### config.mk
export PLATFORM = sky130hd
export DESIGN_NAME = sdram_port_arbiter
export DESIGN_NICKNAME = d
export VERILOG_FILES = /design/src/rtl/sdram_port_arbiter.sv
export SDC_FILE = /design/constraint.sdc
export NUM_CORES = 1
export LEC_CHECK = 0
export CORE_AREA = 2 2 198 200
export CTS_CLUSTER_SIZE = 30
export DETAILED_ROUTE_END_ITERATION = 10
export DIE_AREA = 0 0 200 202
export PLACE_DENSITY = 0.49
export SYNTH_ARGS = -nofsm -noshare
export SYNTH_HDL_FRONTEND = slang
export SYNTH_SLANG_ARGS = --single-unit
### constraint.sdc
create_clock -name clk_clk -period 5.3 [get_ports clk_clk]
set_input_delay 1.06 -clock clk_clk [delete_from_list [all_inputs] [get_ports clk_clk]]
set_output_delay 1.06 -clock clk_clk [all_outputs]
set_load 0.1 [all_outputs]
### src/rtl/sdram_port_arbiter.sv
// Two-master round-robin arbiter for the HPS SDRAM Avalon-MM port.
// Read returns are routed back to their issuer through an ID FIFO.
module sdram_port_arbiter #(
    parameter int ADDR_W   = 29,
    parameter int DATA_W   = 64,
    parameter int MAX_PEND = 8
) (
    input  logic                        clk_clk,
    input  logic                        reset_reset_n,

    input  logic [ADDR_W-1:0]           m0_address,
    input  logic                        m0_read,
    input  logic                        m0_write,
    input  logic [DATA_W-1:0]           m0_writedata,
    input  logic [DATA_W/8-1:0]         m0_byteenable,
    output logic                        m0_waitrequest,
    output logic [DATA_W-1:0]           m0_readdata,
    output logic                        m0_readdatavalid,

    input  logic [ADDR_W-1:0]           m1_address,
    input  logic                        m1_read,
    input  logic                        m1_write,
    input  logic [DATA_W-1:0]           m1_writedata,
    input  logic [DATA_W/8-1:0]         m1_byteenable,
    output logic                        m1_waitrequest,
    output logic [DATA_W-1:0]           m1_readdata,
    output logic                        m1_readdatavalid,

    output logic [ADDR_W-1:0]           s_address,
    output logic                        s_read,
    output logic                        s_write,
    output logic [DATA_W-1:0]           s_writedata,
    output logic [DATA_W/8-1:0]         s_byteenable,
    input  logic                        s_waitrequest,
    input  logic [DATA_W-1:0]           s_readdata,
    input  logic                        s_readdatavalid,

    output logic [$clog2(MAX_PEND):0]   pending_count,
    output logic                        err_unexpected_rdv
);

    localparam int PW = $clog2(MAX_PEND);
    localparam int CW = PW + 1;

    typedef enum logic {
        IDLE,
        OWN
    } state_t;

    state_t          state;
    state_t          state_nx;
    logic            owner;
    logic            owner_nx;
    logic            last_grant;
    logic            last_nx;

    logic [MAX_PEND-1:0] id_mem;
    logic [PW-1:0]   wptr;
    logic [PW-1:0]   rptr;
    logic [CW-1:0]   count;
    logic            err;

    logic            req0;
    logic            req1;
    logic            o_read;
    logic            o_write;
    logic            o_wait;
    logic            fifo_full;
    logic            fifo_nonempty;
    logic            push;
    logic            pop;
    logic            head;

    assign req0          = m0_read | m0_write;
    assign req1          = m1_read | m1_write;
    assign o_read        = owner ? m1_read  : m0_read;
    assign o_write       = owner ? m1_write : m0_write;
    assign fifo_full     = (count == CW'(MAX_PEND));
    assign fifo_nonempty = (count != '0);
    assign head          = id_mem[rptr];

    // The data path always follows the owner; only the strobes gate it.
    assign s_address    = owner ? m1_address    : m0_address;
    assign s_writedata  = owner ? m1_writedata  : m0_writedata;
    assign s_byteenable = owner ? m1_byteenable : m0_byteenable;

    assign push = s_read & ~s_waitrequest;
    assign pop  = s_readdatavalid & fifo_nonempty;

    assign m0_readdata      = s_readdata;
    assign m1_readdata      = s_readdata;
    assign m0_readdatavalid = pop & ~head;
    assign m1_readdatavalid = pop & head;

    assign pending_count      = count;
    assign err_unexpected_rdv = err;

    // Grant selection, command forwarding and waitrequest steering.
    always_comb begin
        state_nx       = state;
        owner_nx       = owner;
        last_nx        = last_grant;
        s_read         = 1'b0;
        s_write        = 1'b0;
        m0_waitrequest = 1'b1;
        m1_waitrequest = 1'b1;
        o_wait         = 1'b1;
        unique case (state)
            IDLE: begin
                if (req0 | req1) begin
                    state_nx = OWN;
                    owner_nx = (req0 & req1) ? ~last_grant : req1;
                end
            end
            OWN: begin
                // A read into a full FIFO is held off the port.
                s_read  = o_read & ~fifo_full;
                s_write = o_write;
                o_wait  = (o_read & fifo_full) | s_waitrequest;
                if (owner) begin
                    m1_waitrequest = o_wait;
                end else begin
                    m0_waitrequest = o_wait;
                end
                if ((s_read | s_write) & ~s_waitrequest) begin
                    state_nx = IDLE;
                    last_nx  = owner;
                end
            end
        endcase
    end

    // Arbiter state; last_grant starts at 1 so m0 wins the first tie.
    always_ff @(posedge clk_clk or negedge reset_reset_n) begin
        if (!reset_reset_n) begin
            state      <= IDLE;
            owner      <= 1'b0;
            last_grant <= 1'b1;
        end else begin
            state      <= state_nx;
            owner      <= owner_nx;
            last_grant <= last_nx;
        end
    end

    // Read-ID FIFO; pointers wrap naturally at the power-of-two depth.
    always_ff @(posedge clk_clk or negedge reset_reset_n) begin
        if (!reset_reset_n) begin
            id_mem <= '0;
            wptr   <= '0;
            rptr   <= '0;
            count  <= '0;
        end else begin
            if (push) begin
                id_mem[wptr] <= owner;
                wptr         <= wptr + PW'(1);
            end
            if (pop) begin
                rptr <= rptr + PW'(1);
            end
            unique case ({push, pop})
                2'b10:   count <= count + CW'(1);
                2'b01:   count <= count - CW'(1);
                default: count <= count;
            endcase
        end
    end

    // Sticky flag for a return beat with nothing outstanding.
    always_ff @(posedge clk_clk or negedge reset_reset_n) begin
        if (!reset_reset_n) begin
            err <= 1'b0;
        end else if (s_readdatavalid & ~fifo_nonempty) begin
            err <= 1'b1;
        end
    end

endmodule

==> results of run 1 <==
## where the power goes
group	leakage [uW]	switching, uW	internal, uW
registers	0.000259	211	253
logic	0.00195	2470	1010
clock network	0.0000511	63.2	150
## kinds of logic (layout without fill, tap and decap cells)
kind of cell | after synthesis | in the layout
AOI/OAI and AO/OA | 10 | 10
xor gates and xnor gates | 9 | 9
adders and majority gates | 5 | 5
buffers and inverters | 145 | 330
DFF | 22 | 22
muxes | 116 | 116
and+or+nand+nor | 45 | 45
## sequential cells by signal, summed over array words and instances, names as in the netlist
signal              cells
err_unexpected_rdv      1
id_mem                  8
last_grant              1
owner                   1
pending_count           4
rptr                    3
state                   1
wptr                    3
## routing by layer
layer | vias to the layer above | GRT usage (%) | wire length, um
met1 | 1393 | 7.97 | 5790
met4 | 4 | 2.91 | 623
met5 | - | 0 | 27
li1 | 1463 | - | -
met3 | 58 | 3.25 | 2100
met2 | 263 | 13.1 | 7950
## cells in the final DEF (no fill, tap or decap)
| master | count |
|---|---|
| clkdlybuf4s50_1 | 297 |
| mux2_2 | 102 |
| buf_4 | 25 |
| dfrtp_1 | 20 |
| nor2_1 | 9 |
| mux2_1 | 9 |
| nand2_1 | 8 |
| xnor2_1 | 5 |
| ha_1 | 5 |
| nand2b_1 | 4 |
| xor2_1 | 4 |
| nand3_1 | 4 |
| nand3b_1 | 4 |
| nor4_1 | 3 |
| inv_1 | 3 |
| nor2b_1 | 3 |
| clkbuf_16 | 3 |
| nor3_2 | 2 |
| and2_1 | 2 |
| mux4_2 | 2 |
| mux2i_1 | 2 |
| o21ai_0 | 2 |
| nand4_1 | 2 |
| nor3_1 | 2 |
| o211ai_1 | 2 |
| nor4b_4 | 1 |
| mux2i_2 | 1 |
| a2bb2oi_1 | 1 |
| a211o_2 | 1 |
| a2111oi_0 | 1 |
| nor4b_1 | 1 |
| a21o_1 | 1 |
| a21oi_1 | 1 |
| o32a_1 | 1 |
| bufinv_16 | 1 |
| dfstp_2 | 1 |
| dfrtp_4 | 1 |
| buf_12 | 1 |
## worst max path at each step
stage                                start                to  slack (ns)  cells past startpoint
after global routing                 owner     s_address[20]        1.01                      3
after detailed placement  m0_writedata[12]   s_writedata[12]        1.31                      3
after floorplan           pending_count[1]  m1_readdatavalid        1.51                      3
final                                owner   s_writedata[32]        1.17                      3
after global placement    m0_writedata[12]   s_writedata[12]        1.30                      3
after CTS                            owner   s_writedata[32]        1.12                      3
## per-stage QoR
step	instance area [um^2]	hold WS [ns]
CTS	6310	0.458
finish	6310	0.454
global placement	6200	0.441
global route	6310	0.488
detailed placement	6200	0.443
floorplan	3390	0.452
## cell type report
| cell class | count | area (um^2) | share of cell area, % |
|---|---|---|---|
| Tap cell | 518 | 648 | 10.3 |
| Clock inverter | 1 | 30.0 | 0.476 |
| Clock buffer | 3 | 75.1 | 1.19 |
| Inverter | 3 | 11.3 | 0.178 |
| Timing Repair Buffer | 323 | 3180 | 50.4 |
| Sequential cell | 22 | 556 | 8.80 |
| Multi-Input combinational cell | 185 | 1810 | 28.7 |
## critical path, stage by stage (launching register included)
cell and delay (ns):
dfrtp_4 1.09, buf_12 0.31, mux2_2 0.37, clkdlybuf4s50_1 0.97
==> results.yml, run 1 <==
outcome:
  outcome: "finished, final reports clean"
routing:
  wl_um: 16500
  via_per_inst: 3.02
  drc: 0
  first_pass_iters: 4
  wl_per_cell_um: 15.6
  vias: 3181
  first_iter_violations: 81
  detail-route-antenna-nets: 0
floorplanning:
  core_area_mm2: 0.0383
  dieArea_mm2: 0.0404
  die_w_um: 200
  io_pins: 514
  std_cell_rows: 72
  start_util_pct: 8.87
  dieHeight_um: 202
pwr:
  p_total_uw: 4160
  p_leak_uw: 0.00226
  pwr_density_cell_mw_per_mm2: 659
  ir_worst_vdd_mv: 0.247
cells_and_area:
  fin_cells: 1055
  fin_util_pct: 16.5
  syn_to_final_growth_pct: 85.9
  diodes: 0
  fill_cells: 4313
  fin_nets: 817
  drive_gt1_share_pct: 26.3
yosys:
  synthMuxAreaShare_pct: 39.1
  synth_top_family_by_area: "multiplexers"
  synth_fa_ha_area_share_pct: 1.84
  synth_edf_count: 0
  synth_top_area_share_pct: 33.8
  synth_xor_xnor_area_share_pct: 2.32
  async_flop_share_pct: 100
  synth-seq-cells: 22
  yosys-top-cells-area: "mux2_2 (34%), buf_4 (28%), dfrtp_1 (15%)"
  seq_area_frac_synth_pct: 16.3
  yosysTopAreaCell: "mux2_2"
  synth_compound_area_share_pct: 2.21
  ys.flop_type: "dfrtp_1"
  synthSimpleGateAreaFrac_pct: 7.78
  synthesis.nets: 631
  synth_area_per_cell_um2: 9.64
  netlist_instances: 352
  yosys.cell_types.count: 36
  synth_warnings: 0
  synth.top_cells.by_count: "buf_4 (128), mux2_2 (102), dfrtp_1 (21), mux2_1 (9), nor2_1 (9)"
  synthMostInstantiatedCell: "buf_4"
  syn_area_mm2: 0.00339
sta:
  final_max_slew_viol_count: 0
  setup_tns_ns: 0
  min_period_ns: 4.13
  finalCritPeriodShare_pct: 77.9
  fmaxAchievable_ghz: 0.242
  finalSetupViolCount: 0
  finalHoldViolCount: 0
  setup_ws_ns: 1.17
  relSlewSlack_pct: 29.7
  rsz0062_at_grt: "no"
  worstMarginPinSlew_ns: 1.05
  fin_worst_skew_ns: 0.00556
clocking:
  root_buffer: "clkbuf_16"
  cts_sinks: 22
  cts_buffers: 3
  clk_pin_slew_ns: 0.06
  postCtsHoldBufs: 0
  ctsLongestPathBuffers: 2
  htree_levels: 1
  worstSkewPairLatency_ns: 0.26
  cts_resized: 0
  cts_tree: "built"
  post_cts_buffers: 0
job:
  maxCapViolCount: 0
critical_path:
  reg2reg_slack_ns: 2.20
  end_kind: "output port"
  worstPathRequired_ns: 4.24
  r2r_cells: 8
  reg2reg_to: "pending_count[3]"
  startpoint_type: "flip-flop"
  arrival_ns: 3.07
  reg2reg_from: "owner"
  critical_path.max_fanout: 76
  critPathKind: "flip-flop to output port"
global_route:
  grt_pass1_vias: 3401
  grtUsageTotal_pct: 7.54
  grt_pass1_wl_um: 22200
  antenna_found_initial: 2
  grt_max_degree: 77
  grt_overflow: 0
placed_design:
  dp_slack_ns: 1.31
  dp_hpwl_um: 14400
  dp_cells: 1051
  io_buffers: 321
  place_congestion: 0.742
worst_hold_path:
  min_path_cells: 1
  hp-class: "flip-flop to flip-flop"
  min_from: "err_unexpected_rdv"
  hold-path-endpoint: "err_unexpected_rdv"
(Power assumes the default switching activity.)
==> inputs of run 2 (changes only) <==
--- a/config.mk
+++ b/config.mk
@@ -5,10 +5,10 @@
 export SDC_FILE = /design/constraint.sdc
 export NUM_CORES = 1
 export LEC_CHECK = 0
-export CORE_AREA = 2 2 198 200
+export CORE_AREA = 2 2 202 204
 export CTS_CLUSTER_SIZE = 30
 export DETAILED_ROUTE_END_ITERATION = 10
-export DIE_AREA = 0 0 200 202
+export DIE_AREA = 0 0 204 206
 export PLACE_DENSITY = 0.49
 export SYNTH_ARGS = -nofsm -noshare
 export SYNTH_HDL_FRONTEND = slang
==> constraint.sdc (replaced) <==
create_clock -name clk_clk -period 3.5 [get_ports clk_clk]
set_input_delay 0.7 -clock clk_clk [delete_from_list [all_inputs] [get_ports clk_clk]]
set_output_delay 0.7 -clock clk_clk [all_outputs]
set_load 0.1 [all_outputs]
==> run 2 against run 1 <==
Net effect:
- final area shrank 2.5%
- non-clock buffer count grew 1
- sequential power grew 28%
- clock skew shrank 0.0042 ns
- combinational power grew 55%
- worst hold slack gained 0.0078 ns
- flip-flop and latch count is the same
- wire length shrank 0.46%
- clock-buffer cell count grew 1
- register-to-register slack lost 1.2 ns
- first-iteration DRC count shrank 42%
- critical path depth grew 8
- critical endpoint is now pending_count[2]
- largest cell class unchanged
- largest power group unchanged
==> results.yml, run 2 (same netlist as run 1, synthesis figures left out) <==
placed_design:
  dp_slack_ns: 0.382
  io_buffers: 321
  dp_hpwl_um: 14600
  place_congestion: 0.744
critical_path:
  reg2reg_from: "pending_count[1]"
  reg2reg_slack_ns: 0.97
  cp_slowest_stage_delay_ns: 0.48
  arrival_ns: 2.98
  worstPathRequired_ns: 3.63
  critPathKind: "primary input to flip-flop"
  r2r_cells: 10
  critical_path.max_fanout: 5
  cp_cell_sequence: "clkdlybuf4s50_1 -> nand2b_1 -> nor3_2 -> inv_1 -> ha_1 -> xor2_1 -> ha_1 -> a21oi_1 -> xor2_1 -> nor2_1 -> xor2_1"
  end_kind: "flip-flop"
  cp_slowest_cell: "clkdlybuf4s50_1"
  reg2reg_to: "pending_count[2]"
  crit_path_frequent_cell: "xor2_1"
  crit_path_end: "pending_count[2]"
  crit_start: "s_waitrequest"
  startpoint_type: "primary input"
job:
  maxCapViolCount: 0
sta:
  finalHoldViolCount: 0
  min_period_ns: 2.85
  setup_tns_ns: 0
  fmaxAchievable_ghz: 0.351
  finalSetupViolCount: 0
  relSlewSlack_pct: 34.7
  setup_ws_ns: 0.650
  fin_worst_skew_ns: 0.00141
  finalCritPeriodShare_pct: 81.4
  worstMarginPinSlew_ns: 0.976
  rsz0062_at_grt: "no"
  final_max_slew_viol_count: 0
cells_and_area:
  diodes: 0
  regArea_um2: 556
  layout_commonest_cell: "clkdlybuf4s50_1"
  largest_register: "id_mem"
  multi_input_area_mm2: 0.00181
  fin_nets: 818
  largest_reg_flops: 8
  syn_to_final_growth_pct: 81.2
  final_cell_mix: "clkdlybuf4s50_1 (210), buf_4 (109), mux2_2 (102), dfrtp_1 (20)"
  fill_cells: 4604
  drive_gt1_share_pct: 42.6
routing:
  drc: 0
  detail-route-antenna-nets: 0
  first_iter_violations: 47
  first_pass_iters: 4
  wl_per_cell_um: 15.3
  wl_um: 16400
  via_per_inst: 3.02
  vias: 3229
floorplanning:
  core_area_mm2: 0.0402
  dieArea_mm2: 0.0420
  std_cell_rows: 74
  io_pins: 514
  die_w_um: 204
  dieHeight_um: 206
  start_util_pct: 8.45
clocking:
  clk_pin_slew_ns: 0.06
  htree_levels: 1
  ctsLongestPathBuffers: 2
  cts_tree: "built"
  postCtsHoldBufs: 0
  worstSkewPairLatency_ns: 0.25
  cts_buffers: 3
  post_cts_buffers: 0
  root_buffer: "clkbuf_16"
  cts_sinks: 22
  cts_resized: 0
global_route:
  grt_max_degree: 95
  grt_overflow: 0
  grt_pass1_vias: 3199
  grt_pass1_wl_um: 21100
  antenna_found_initial: 0
  grtUsageTotal_pct: 6.94
outcome:
  outcome: "finished, final reports clean"
pwr:
  ir_worst_vdd_mv: 0.454
  pwr_density_cell_mw_per_mm2: 1020
  p_leak_uw: 0.00235
worst_hold_path:
  min_path_cells: 1
  hp-class: "flip-flop to flip-flop"
run 2: metal layers:
metal / vias to the layer above / part of all wire, % / track usage (%)
met5: - / 0 / 0
met4: 0 / 2.7 / 2.48
met3: 39 / 12 / 2.87
met2: 267 / 49 / 11.8
met1: 1461 / 37 / 7.75
li1: 1462 / - / -
run 2: report_power, final:
group / internal, uW / switching [uW] / total, uW
clock network: 175 / 94.0 / 269
registers: 385 / 208 / 594
logic: 1460 / 3930 / 5390
total: 2020 / 4230 / 6250
run 2: worst min path at each step:
stage	from	endpoint	slack, ns
final	err_unexpected_rdv	err_unexpected_rdv	0.46
after global placement	err_unexpected_rdv	err_unexpected_rdv	0.45
after CTS	err_unexpected_rdv	err_unexpected_rdv	0.46
after global routing	err_unexpected_rdv	err_unexpected_rdv	0.51
after detailed placement	err_unexpected_rdv	err_unexpected_rdv	0.45
after floorplan	reset_reset_n	err_unexpected_rdv	0.40
run 2: worst max-delay path, delay by kind of cell:
family / cells / cell delay (ns)
AND/OR/NAND/NOR: 3 / 0.62
buffers and inverters: 2 / 0.59
adder cells (fa/ha/maj): 2 / 0.46
XOR/XNOR: 3 / 0.46
AO/OA/AOI/OAI: 1 / 0.14
run 2: final cells by class:
class	instances	area share [%]
multi-input combinational	185	29.4
clock buffer	4	1.44
timing repair buffer	324	49.1
sequential	22	9.03
inverter	3	0.183
tap	532	10.8
run 2: metrics by stage:
step / cells / util (%) / hold slack, ns / area [um^2] / total power [uW]
after floorplan: 352 / - / 0.404 / 3390 / 5420
after global placement: 1066 / 15.1 / 0.447 / 6060 / 6030
after detailed placement: 1066 / 15.1 / 0.448 / 6060 / 6040
after CTS: 1070 / 15.3 / 0.462 / 6150 / 6330
after global routing: 1070 / 15.3 / 0.505 / 6150 / 6480
final: 1070 / 15.3 / 0.462 / 6150 / 6250
==> inputs of run 3 (changes only) <==
--- a/config.mk
+++ b/config.mk
@@ -5,10 +5,10 @@
 export SDC_FILE = /design/constraint.sdc
 export NUM_CORES = 1
 export LEC_CHECK = 0
-export CORE_AREA = 2 2 202 204
+export CORE_AREA = 2 2 200 202
 export CTS_CLUSTER_SIZE = 30
 export DETAILED_ROUTE_END_ITERATION = 10
-export DIE_AREA = 0 0 204 206
+export DIE_AREA = 0 0 202 204
 export PLACE_DENSITY = 0.49
 export SYNTH_ARGS = -nofsm -noshare
 export SYNTH_HDL_FRONTEND = slang
==> constraint.sdc (replaced) <==
create_clock -name clk_clk -period 2.8 [get_ports clk_clk]
set_input_delay 0.56 -clock clk_clk [delete_from_list [all_inputs] [get_ports clk_clk]]
set_output_delay 0.56 -clock clk_clk [all_outputs]
set_load 0.1 [all_outputs]
==> run 3 against run 2 <==
Net effect:
- non-clock buffer count rose by 9
- global-route usage shrank 0.64 points
- core utilization up 3.9 points
- wire length shrank 13%
- flip-flop and latch count stayed put
- largest cell class unchanged
- largest power group unchanged
- highest routed layer unchanged
==> results.yml, run 3 (same netlist as run 1, synthesis figures left out) <==
critical_path:
  critPathKind: "flip-flop to flip-flop"
  end_kind: "flip-flop"
  worstPathRequired_ns: 2.94
  arrival_ns: 2.65
  crit_path_frequent_cell: "xor2_1"
  r2r_cells: 10
  cp_slowest_cell: "dfrtp_2"
  startpoint_type: "flip-flop"
  critical_path.max_fanout: 8
  reg2reg_slack_ns: 0.29
  reg2reg_from: "pending_count[1]"
  cp_cell_sequence: "nor4_1 -> nand2b_1 -> inv_1 -> ha_1 -> xor2_1 -> ha_1 -> a21oi_1 -> xor2_1 -> nor2_1 -> xor2_1"
  reg2reg_to: "pending_count[2]"
  cp_slowest_stage_delay_ns: 0.47
pwr:
  p_leak_uw: 0.00288
  sw_frac_of_total_pct: 58.7
  power_frac_seq_pct: 7.7
  p_comb_share_pct: 88.0
  pwr_density_cell_mw_per_mm2: 1230
  p_switching_uw: 5450
  power_frac_clock_pct: 4.4
  ir_worst_vdd_mv: 0.586
  internal-power_uw: 3840
placed_design:
  io_buffers: 321
  dp_hpwl_um: 12500
  dp_slack_ns: 0.163
  place_congestion: 0.722
clocking:
  cts_tree: "built"
  clk_pin_slew_ns: 0.06
  cts_resized: 0
  post_cts_buffers: 0
  cts_sinks: 22
  root_buffer: "clkbuf_16"
  cts_buffers: 3
  postCtsHoldBufs: 0
  htree_levels: 1
  ctsLongestPathBuffers: 2
  worstSkewPairLatency_ns: 0.26
sta:
  rsz0062_at_grt: "no"
  finalSetupViolCount: 0
  relSlewSlack_pct: 59.9
  worstMarginPinSlew_ns: 0.600
  setup_tns_ns: 0
  fin_worst_skew_ns: 0.00429
  hold_ws_ns: 0.469
  setup_ws_ns: 0.289
  final_max_slew_viol_count: 0
  finalHoldViolCount: 0
  min_period_ns: 2.51
  finalCritPeriodShare_pct: 89.7
  fmaxAchievable_ghz: 0.398
floorplanning:
  dieArea_mm2: 0.0412
  dieHeight_um: 204
  core_area_mm2: 0.0392
  die_w_um: 202
  io_pins: 514
  start_util_pct: 8.66
  std_cell_rows: 73
routing:
  drc: 0
  wl_um: 14300
  via_per_inst: 3.00
  vias: 3215
  detail-route-antenna-nets: 0
  first_iter_violations: 49
  first_pass_iters: 4
  wl_per_cell_um: 13.3
worst_hold_path:
  min_from: "err_unexpected_rdv"
  min_path_cells: 1
  hold-path-endpoint: "err_unexpected_rdv"
  hp-class: "flip-flop to flip-flop"
outcome:
  outcome: "finished, final reports clean"
global_route:
  grt_pass1_vias: 3466
  grt_overflow: 0
  grtUsageTotal_pct: 6.29
  antenna_found_initial: 1
  grt_pass1_wl_um: 20100
  grt_max_degree: 58
cells_and_area:
  largest_reg_flops: 8
  syn_to_final_growth_pct: 122
  fin_nets: 827
  largest_register: "id_mem"
  fin_util_pct: 19.2
  final_cell_mix: "clkdlybuf4s50_1 (209), buf_12 (109), mux2_2 (102), dfrtp_1 (16), buf_4 (15)"
  drive_gt1_share_pct: 44.6
  layout_commonest_cell: "clkdlybuf4s50_1"
job:
  maxCapViolCount: 0
==> run 3: changes by cell type in the layout (fill, tap and decap cells not counted) <==
cell	delta
buf_4	-94
dfrtp_2	+4
bufinv_16	+1
nor2_2	+1
clkbuf_8	-1
dfrtp_1	-4
nor2_1	-1
buf_12	+104
diode_2	+1
clkdlybuf4s50_1	-1
==> run 3: area by class of cell <==
cell class	instances	area, um^2
fill	4272	31600
sequential	22	561
clock buffer	3	75.1
tap	525	657
clock inverter	1	30.0
timing repair buffer	333	4390
inverter	3	11.3
antenna	1	2.50
multi-input combinational	185	1810
==> run 3: routing by layer <==
metal	share of wire, %	routed length, um	track usage [%]	up-vias
li1	-	-	-	1481
met1	35	5060	6.93	1425
met2	48	6830	10.4	249
met3	12	1660	2.58	60
met4	5.0	708	3.26	0
met5	0	0	0	-
==> run 3: worst max-delay path by stage <==
| stage | to | slack (ns) | start |
|---|---|---|---|
| after CTS | pending_count[2] | 0.30 | pending_count[1] |
| after detailed placement | pending_count[2] | 0.16 | m0_read |
| final | pending_count[2] | 0.29 | pending_count[1] |
| after global routing | pending_count[2] | 0.15 | pending_count[1] |
| after floorplan | s_write | 0.10 | owner |
| after global placement | pending_count[2] | 0.18 | m0_read |
==> run 3: worst max-delay path, delay by kind of cell, from the launching register on <==
family | cells | cell delay (ns)
AND/OR/NAND/NOR | 3 | 0.75
XOR/XNOR | 3 | 0.45
buffers and inverters | 1 | 0.14
AO/OA/AOI/OAI | 1 | 0.16
flip-flops | 1 | 0.47
adder cells (fa/ha/maj) | 2 | 0.41
==> run 3: metrics by stage <==
| stage | area [um^2] | power, uW | std cells |
|---|---|---|---|
| final | 7530 | 9300 | 1073 |
| after floorplan | 3400 | 6790 | 352 |
| after global routing | 7530 | 9600 | 1072 |
| after detailed placement | 7430 | 8970 | 1068 |
| after CTS | 7530 | 9390 | 1072 |
| after global placement | 7430 | 8960 | 1068 |
==> run 3: power groups by stage <==
stage	Combinational, uW	Sequential [uW]	Clock (uW)
2_1_floorplan	5920	865	0
3_3_place_gp	8240	712	0
3_5_place_dp	8250	717	0
4_1_cts	8270	713	415
5_1_grt	8430	743	428
6_report	8180	713	406
